[src/rtl/descrambler_8bit.sv]
// Receive-side 8-bit descrambler: regenerates the X^16+X^5+X^4+X^3+1 sequence,
// re-seeds on COM, freezes on SKIP, and tracks symbol lock with a COM timeout.
module descrambler_8bit #(
  parameter logic [15:0] SEED         = 16'hFFFF,
  parameter logic [7:0]  COM          = 8'hBC,
  parameter logic [7:0]  SKIP         = 8'h1C,
  parameter int          LOCK_TIMEOUT = 1024,
  localparam int         CW           = $clog2(LOCK_TIMEOUT + 1)
) (
  input  logic       clk,
  input  logic       rst,
  input  logic       valid_in,
  input  logic [7:0] din,
  input  logic       k_in,
  input  logic       dis_scrambler_in,
  output logic       valid_out,
  output logic [7:0] dout,
  output logic       k_out,
  output logic       dis_scrambler_out,
  output logic       locked,
  output logic       sync_err
);

  typedef enum logic {UNLOCKED = 1'b0, LOCKED = 1'b1} state_t;

  state_t         state_q, state_d;
  logic [15:0]    lfsr_q, lfsr_d, lfsr_adv;
  logic [CW-1:0]  count_q, count_d;
  logic           valid_q, valid_d;
  logic [7:0]     dout_q, dout_d;
  logic           k_q, k_d;
  logic           dis_q, dis_d;
  logic           sync_err_q, sync_err_d;
  logic           is_com, is_skip;

  assign is_com  = valid_in & k_in & (din == COM);
  assign is_skip = valid_in & k_in & (din == SKIP);

  // Eight serial shifts of the LFSR collapsed into one parallel step.
  always_comb begin
    lfsr_adv      = '0;
    lfsr_adv[0]   = lfsr_q[8];
    lfsr_adv[1]   = lfsr_q[9];
    lfsr_adv[2]   = lfsr_q[10];
    lfsr_adv[3]   = lfsr_q[8] ^ lfsr_q[11];
    lfsr_adv[4]   = lfsr_q[8] ^ lfsr_q[9] ^ lfsr_q[12];
    lfsr_adv[5]   = lfsr_q[8] ^ lfsr_q[9] ^ lfsr_q[10] ^ lfsr_q[13];
    lfsr_adv[6]   = lfsr_q[9] ^ lfsr_q[10] ^ lfsr_q[11] ^ lfsr_q[14];
    lfsr_adv[7]   = lfsr_q[10] ^ lfsr_q[11] ^ lfsr_q[12] ^ lfsr_q[15];
    lfsr_adv[8]   = lfsr_q[0] ^ lfsr_q[11] ^ lfsr_q[12] ^ lfsr_q[13];
    lfsr_adv[9]   = lfsr_q[1] ^ lfsr_q[12] ^ lfsr_q[13] ^ lfsr_q[14];
    lfsr_adv[10]  = lfsr_q[2] ^ lfsr_q[13] ^ lfsr_q[14] ^ lfsr_q[15];
    lfsr_adv[11]  = lfsr_q[3] ^ lfsr_q[14] ^ lfsr_q[15];
    lfsr_adv[12]  = lfsr_q[4] ^ lfsr_q[15];
    lfsr_adv[13]  = lfsr_q[5];
    lfsr_adv[14]  = lfsr_q[6];
    lfsr_adv[15]  = lfsr_q[7];
  end

  always_comb begin
    lfsr_d     = lfsr_q;
    state_d    = state_q;
    count_d    = count_q;
    valid_d    = valid_in;
    dout_d     = dout_q;
    k_d        = k_q;
    dis_d      = dis_q;
    sync_err_d = 1'b0;

    if (is_com)                 lfsr_d = SEED;
    else if (valid_in & !is_skip) lfsr_d = lfsr_adv;

    if (valid_in) begin
      k_d    = k_in;
      dis_d  = dis_scrambler_in;
      dout_d = (k_in | dis_scrambler_in | (state_q != LOCKED)) ? din : (din ^ lfsr_q[7:0]);
    end

    // Lock tracking: any valid non-COM symbol in LOCKED counts toward the timeout.
    if (is_com) begin
      state_d = LOCKED;
      count_d = '0;
    end else if (valid_in && state_q == LOCKED) begin
      if (count_q + 1'b1 == CW'(LOCK_TIMEOUT)) begin
        state_d    = UNLOCKED;
        count_d    = '0;
        sync_err_d = 1'b1;
      end else begin
        count_d = count_q + 1'b1;
      end
    end
  end

  always_ff @(posedge clk) begin
    if (rst) begin
      state_q    <= UNLOCKED;
      lfsr_q     <= SEED;
      count_q    <= '0;
      valid_q    <= 1'b0;
      dout_q     <= '0;
      k_q        <= 1'b0;
      dis_q      <= 1'b0;
      sync_err_q <= 1'b0;
    end else begin
      state_q    <= state_d;
      lfsr_q     <= lfsr_d;
      count_q    <= count_d;
      valid_q    <= valid_d;
      dout_q     <= dout_d;
      k_q        <= k_d;
      dis_q      <= dis_d;
      sync_err_q <= sync_err_d;
    end
  end

  assign valid_out         = valid_q;
  assign dout              = dout_q;
  assign k_out             = k_q;
  assign dis_scrambler_out = dis_q;
  assign locked            = (state_q == LOCKED);
  assign sync_err          = sync_err_q;

endmodule

[config.mk]
export PLATFORM = sky130hd
export DESIGN_NAME = descrambler_8bit
export DESIGN_NICKNAME = d
export VERILOG_FILES = /design/src/rtl/descrambler_8bit.sv
export SDC_FILE = /design/constraint.sdc
export NUM_CORES = 1
export LEC_CHECK = 0
export BUFFER_PORTS_ARGS = -buffer_cell sky130_fd_sc_hd__buf_2
export CORE_MARGIN = 5
export CORE_UTILIZATION = 45
export DETAILED_ROUTE_END_ITERATION = 8
export GPL_TIMING_DRIVEN = 0
export PLACE_DENSITY = 0.71
export SETUP_SLACK_MARGIN = 0.2
export SLEW_MARGIN = 30
export SYNTH_ARGS = -nofsm -noshare
export SYNTH_HDL_FRONTEND = slang
export SYNTH_SLANG_ARGS = --single-unit
[constraint.sdc]
create_clock -name clk -period 1.9 [get_ports clk]
set_input_delay 0.095 -clock clk [delete_from_list [all_inputs] [get_ports clk]]
set_output_delay 0.095 -clock clk [all_outputs]
set_load 0.1 [all_outputs]
==> out/summary.txt, run 1 <==
GRT Max-Usage Layer -> met2
Slew @ Worst Pin -> 0.7673 ns
sequential fraction of the synthesis area -> 40.20%
Worst Hold End -> locked
core area -> 0.004324 mm²
worst path arrival time -> 1.77 ns
Initial DRC Count -> 78
ys async rst share -> 0%
PortBufs -> 24
diode count -> 0
RR Startpoint -> count_q[3]
maximum clock path buffer count -> 2
total track usage -> 14.45%
Req. time, crit path -> 2.08 ns
max cap viols -> 0
worst-path fanout max -> 8
CTS tree -> yes
Synth cell types -> 36
ANT nets after route -> 0
CTS Buf Count -> 5
R2R depth -> 5
IO Pins -> 26
WL/cell -> 13.34 µm
Levels on crit path -> 5
total gr overflow -> 0
LEAKAGE -> 0.9120 nW
layout cells sized above 1 -> 25.21%
status -> complete, no violations
worst hold path depth -> 2
Critical Path Max Stage Delay -> 0.56 ns
first-pass GRT wire length -> 7.113 mm
setup bufs post-CTS -> 0
syn avg cell area -> 9.485 µm²
Clock Pin Slew Worst Setup and Hold Paths -> 0.08 ns
standard-cell rows -> 24
Global Route met1 Usage -> 19.24%
VDD IR max -> 0.3396 mV
dpl cells -> 286
number of setup violations in the final report -> 0
fin crit period -> 1.589 ns
Area growth syn-to-layout -> 15.39%
vias in the first global route -> 1534
clk_skew -> 0.007631 ns
dpl hpwl -> 2.900 mm
GR Util met3 -> 4.374%
R2R Setup Slk -> 0.31 ns
kind of critical path -> reg2reg
crit-path leading delay family -> simple AND/OR/NAND/NOR gates
Slew headroom -> 48.67%
Main synth FF type -> dfxtp_1
Post-Route WL -> 3.923 mm
Final Net Count -> 255
initial antenna violation count -> 0
vias post-DR -> 1541
die area -> 0.005857 mm²
post-synthesis cell count -> 210
worst hold path class -> in2reg
clock sink count -> 40
Pre-antenna DRT Iters -> 4
Clock Latency Late Sink -> 0.29 ns
GRT met2 Usage -> 22.00%
R2R Path End -> locked
routed vias/inst -> 5.241
die span in x -> 76.53 µm
Max Slew Vio Count -> 0
cells along the critical path -> buf_2, nand4_1, or4_4, a211oi_2, nor3_1
H-tree Lvls -> 2
Clock Tree Root -> clkbuf_8
syn nets -> 224
Die Span Y -> 76.53 µm
setup TNS -> 0 ns
routability cong. -> 0.8013
CP Capture Type -> flop
startpoint types -> flop
WP buf/inv -> 1
Cell Count, Final, Fillers Out -> 294
Hold Fails Final Rpt -> 0
Critical Path Source -> count_q[3]
Post-synth EDFFs -> 0
#FFs+latches synth -> 40
largest net degree at the start of global routing -> 13
min-delay src -> rst
Initial Util -> 46.06%
maximum clock frequency -> 0.6291 GHz
PwrDens -> 868.0 mW/mm²
number of remaining DRC errors -> 0
Critical-path top delay cell -> or4_4
Netlist Area Pre-Place -> 0.001992 mm²
Yosys warning count -> 0
RSZ-0062 raised after global routing -> no
final worst path period share -> 83.66%
==> worst reg2reg max path: stages, from the launching register on <==
cell      delay (ns)
dfxtp_1         0.30
buf_2           0.17
nand4_1         0.15
or4_4           0.56
a211oi_2        0.24
nor3_1          0.07
==> cell usage in the layout (no fill, tap or decap), drive strengths merged, types with 4 or more instances in the layout <==
cell / count
nand3: 7
xnor2: 17
buf: 30
a21oi: 4
o211ai: 10
dfxtp: 40
a211oi: 9
nor2: 19
nand4: 7
mux2i: 8
xor2: 18
clkbuf: 10
nand2: 32
==> cells in the mapped netlist, drive strengths merged, types with 2 or more instances <==
cell	n	area share, %
nand4	7	2.2
nor4b	2	0.88
o21ai	2	0.50
xnor2	17	7.5
nor4	3	0.94
a211oi	9	3.4
mux2i	8	4.0
nor2	19	3.7
clkbuf	4	0.75
o211ai	10	6.3
and3	2	0.63
a21oi	4	1.0
nor3	3	0.75
and4	3	1.3
nand3	7	1.8
nand2	32	6.3
and2	2	0.63
xor2	18	7.9
dfxtp	40	40
buf	6	2.3
==> stage by stage <==
stage	total power [mW]	hold slack, ns	utilization, %	instance area (µm²)	setup WS (ns)
after CTS	2.022	0.01539	52.86	2286	0.2154
after global placement	1.337	0.3314	50.38	2178	0.2269
after floorplan	1.264	0.1666	-	1993	0.2608
after detailed placement	1.341	0.3295	50.38	2178	0.2211
after global routing	2.099	0.01778	53.15	2298	0.2390
final	1.995	0.03100	53.15	2298	0.3106
==> cell type report <==
class | count | area, µm²
buffer | 10 | 60.06
tap | 52 | 65.06
clock inverter | 2 | 35.03
clock buffer | 6 | 72.57
sequential | 40 | 805.8
inverter | 1 | 3.754
multi-input combinational | 159 | 1136
fill | 399 | 2026
timing repair buffer | 24 | 120.1
==> how the worst max path moves through the flow <==
stage	end	slack, ns
2_1_floorplan	dout[0]	0.26
3_3_place_gp	lfsr_q[3]	0.23
3_5_place_dp	lfsr_q[6]	0.22
4_1_cts	locked	0.22
5_1_grt	locked	0.24
6_report	locked	0.31
==> where the power goes <==
| part | total (mW) | internal (mW) | leakage (nW) | switching, mW |
|---|---|---|---|---|
| Sequential | 0.937 | 0.888 | 0.331 | 0.0490 |
| Clock | 0.675 | 0.390 | 0.0552 | 0.285 |
| Combinational | 0.383 | 0.135 | 0.526 | 0.248 |
| Total | 2.00 | 1.41 | 0.912 | 0.582 |
==> layer usage <==
layer	wire length, µm	share of wire (%)	vias to the layer above
met4	55	1.4	0
met3	170	4.3	4
met2	1714	44	25
li1	-	-	805
met1	1982	51	707
met5	0	0	-
==> sequential cells by signal (all words and copies together) (netlist names) <==
register and count:
count_q 11, dis_scrambler_out 1, dout 8, k_out 1
lfsr_q 16, locked 1, sync_err 1, valid_out 1
==> timing repair <==
item,CTS,global route
setup endpoints to repair,0,1
hold buffers,0,0
gates resized for setup,0,5
==> logic make-up (layout without fill, tap and decap cells) <==
| family | count (synthesis) | count (layout) | synth area share [%] |
|---|---|---|---|
| XOR/XNOR | 35 | 35 | 15.39 |
| AO/OA/AOI/OAI | 27 | 27 | 13.00 |
| adder cells (fa/ha/maj) | 1 | 1 | 0.6280 |
| multiplexers | 8 | 8 | 4.020 |
| flip-flops | 40 | 40 | 40.20 |
| AND/OR/NAND/NOR | 88 | 88 | 23.56 |
| buffers and inverters | 11 | 43 | 3.203 |
Note: power is estimated with default switching activity, not from simulation.
==> run 2: changes to the inputs <==
Clock period 1.9 ns to 1.6 ns, I/O delays scaled along.
==> run 2 against run 1 <==
Against the previous run:
- maximum frequency increased by 12%
- final cell count increased by 2.7%
- design area increased by 5.8%
- highest routed layer unchanged
- wire length increased by 6.6%
- utilization increased by 3.1 points
- critical endpoint unchanged
- sequential share of layout area decreased by 1.1 points
- critical path depth decreased by 1
- sequential power increased by 17%
- hold slack got worse by 0.024 ns
==> out/summary.txt, run 2 (synthesized netlist as in run 1, its figures left out) <==
WP buf/inv -> 0 (was 1)
Initial Util -> 46.06% (unchanged)
RR Startpoint -> count_q[4] (was count_q[3])
worst path arrival time -> 1.62 ns (was 1.77 ns)
number of remaining DRC errors -> 0 (unchanged)
CTS tree -> yes (unchanged)
Clock Latency Late Sink -> 0.29 ns (about the same)
maximum clock frequency -> 0.7018 GHz (was 0.6291 GHz)
Req. time, crit path -> 1.79 ns (was 2.08 ns)
fin crit period -> 1.425 ns (was 1.589 ns)
PwrDens -> 909.7 mW/mm² (was 868.0 mW/mm²)
kind of critical path -> reg2reg (unchanged)
diode count -> 0 (unchanged)
routed vias/inst -> 5.192 (was 5.241)
crit-path leading delay family -> simple AND/OR/NAND/NOR gates (unchanged)
Area growth syn-to-layout -> 22.11% (was 15.39%)
NetSw -> 0.7056 mW (was 0.5823 mW)
RSZ-0062 raised after global routing -> yes (was no)
total gr overflow -> 0 (unchanged)
LEAKAGE -> 0.9695 nW (was 0.9120 nW)
largest register by flop count -> lfsr_q (unchanged)
IO Pins -> 26 (unchanged)
core area -> 0.004324 mm² (unchanged)
Pre-antenna DRT Iters -> 4 (unchanged)
setup TNS -> 0 ns (unchanged)
Max Slew Vio Count -> 0 (unchanged)
initial antenna violation count -> 0 (unchanged)
VDD IR max -> 0.3419 mV (was 0.3396 mV)
R2R Setup Slk -> 0.18 ns (was 0.31 ns)
first-pass GRT wire length -> 7.107 mm (was 7.113 mm)
ANT nets after route -> 0 (unchanged)
Die Span Y -> 76.53 µm (unchanged)
Levels on crit path -> 4 (was 5)
total track usage -> 14.56% (was 14.45%)
Clock Tree Root -> clkbuf_8 (unchanged)
Post-Route WL -> 4.181 mm (was 3.923 mm)
worst-path fanout max -> 7 (was 8)
FILL cells -> 386 (was 399)
cells along the critical path -> nand4_1, or4_4, a211oi_2, nor3_1 (was buf_2, nand4_1, or4_4, a211oi_2, nor3_1)
Comb power frac -> 21.1% (was 19.2%)
Hold Fails Final Rpt -> 0 (unchanged)
status -> complete, no violations (unchanged)
R2R depth -> 4 (was 5)
number of setup violations in the final report -> 0 (unchanged)
worst hold path class -> in2reg (unchanged)
CTS Hold Buffers Added -> 0 (unchanged)
Slew @ Worst Pin -> 0.4921 ns (was 0.7673 ns)
Clk pwr share -> 29.1% (was 33.8%)
post-layout util -> 56.25% (was 53.15%)
CP Capture Type -> flop (unchanged)
standard-cell rows -> 24 (unchanged)
Initial DRC Count -> 61 (was 78)
startpoint types -> flop (unchanged)
layout cells sized above 1 -> 34.00% (was 25.21%)
R2R Path End -> locked (unchanged)
vias post-DR -> 1568 (was 1541)
final worst path period share -> 89.05% (was 83.66%)
Critical Path Sink -> locked (unchanged)
Final Power -> 2.213 mW (was 1.995 mW)
Sequential Power Share -> 49.8% (was 47.0%)
Net Sw Frac -> 31.89% (was 29.19%)
Clock Pin Slew Worst Setup and Hold Paths -> 0.08 ns (about the same)
max cap viols -> 0 (unchanged)
die area -> 0.005857 mm² (unchanged)
CTS Buf Count -> 5 (unchanged)
Critical-path top delay cell -> or4_4 (unchanged)
largest net degree at the start of global routing -> 13 (unchanged)
Critical Path Max Stage Delay -> 0.56 ns (about the same)
most frequent cells in the layout -> nand2_1 (29), dfxtp_1 (29), buf_2 (26) (was dfxtp_1 (36), nand2_1 (30), buf_2 (27))
PortBufs -> 24 (unchanged)
Critical Path Source -> count_q[4] (was count_q[3])
max reg flops -> 16 (unchanged)
WL/cell -> 13.84 µm (was 13.34 µm)
final instance area -> 0.002432 mm² (was 0.002298 mm²)
die span in x -> 76.53 µm (unchanged)
clock sink count -> 40 (unchanged)
Power Internal -> 1.507 mW (was 1.413 mW)
H-tree Lvls -> 2 (unchanged)
clk_skew -> 0.009856 ns (was 0.007631 ns)
Final Net Count -> 263 (was 255)
Slew headroom -> 67.42% (was 48.67%)
vias in the first global route -> 1461 (was 1534)
routability cong. -> 0.8331 (was 0.8013)
maximum clock path buffer count -> 2 (unchanged)
dpl hpwl -> 2.934 mm (was 2.900 mm)
Area after DPL -> 0.002220 mm² (was 0.002178 mm²)
[run 2: worst min-delay path by stage]
stage,from,end,cells past startpoint
after floorplan,rst,locked,1
after CTS,rst,locked,2
after detailed placement,rst,locked,2
final,rst,locked,2
after global routing,rst,locked,2
after global placement,rst,locked,2
[run 2: through the flow]
stage	hold slack [ns]	std cells	setup slack, ns
floorplan	0.1471	210	0.1613
global placement	0.3117	286	-0.04714
detailed placement	0.3171	286	-0.07108
CTS	0.002259	298	0.1466
global route	0.007251	302	0.09271
finish	0.006780	302	0.1752
[run 2: power by group through the flow]
stage | Clock [mW] | Sequential [mW] | Combinational [mW]
2_1_floorplan | 0 | 1.25 | 0.248
3_3_place_gp | 0 | 1.13 | 0.454
3_5_place_dp | 0 | 1.13 | 0.460
4_1_cts | 0.651 | 1.10 | 0.466
5_1_grt | 0.699 | 1.11 | 0.498
6_report | 0.643 | 1.10 | 0.468
[run 2: layer usage]
layer,vias up,track usage [%],wire [µm]
met5,-,0,0
met4,0,5.594,59
met3,6,4.255,209
met2,33,21.40,1867
met1,713,19.93,2044
li1,816,-,-
[run 2: layout make-up]
class	count	area (µm²)	share of cell area, %
inverter	1	3.754	0.1543
tap	52	65.06	2.675
buffer	10	73.82	3.035
sequential	40	827.0	34.00
clock inverter	3	13.76	0.5658
multi-input combinational	159	1187	48.82
timing repair buffer	32	192.7	7.922
clock buffer	5	68.82	2.829
[run 2: worst register-to-register path, delay by kind of cell, from the launching register on]
family,cells,cell delay [ns]
and+or+nand+nor,3,0.75
DFF,1,0.39
AOI/OAI and AO/OA,1,0.19
[run 2: timing repair]
item                       in CTS  in global routing
buffers inserted                4                  4
setup endpoints to repair       6                 35
gates resized for setup        11                 10
pin swaps                       4                  5
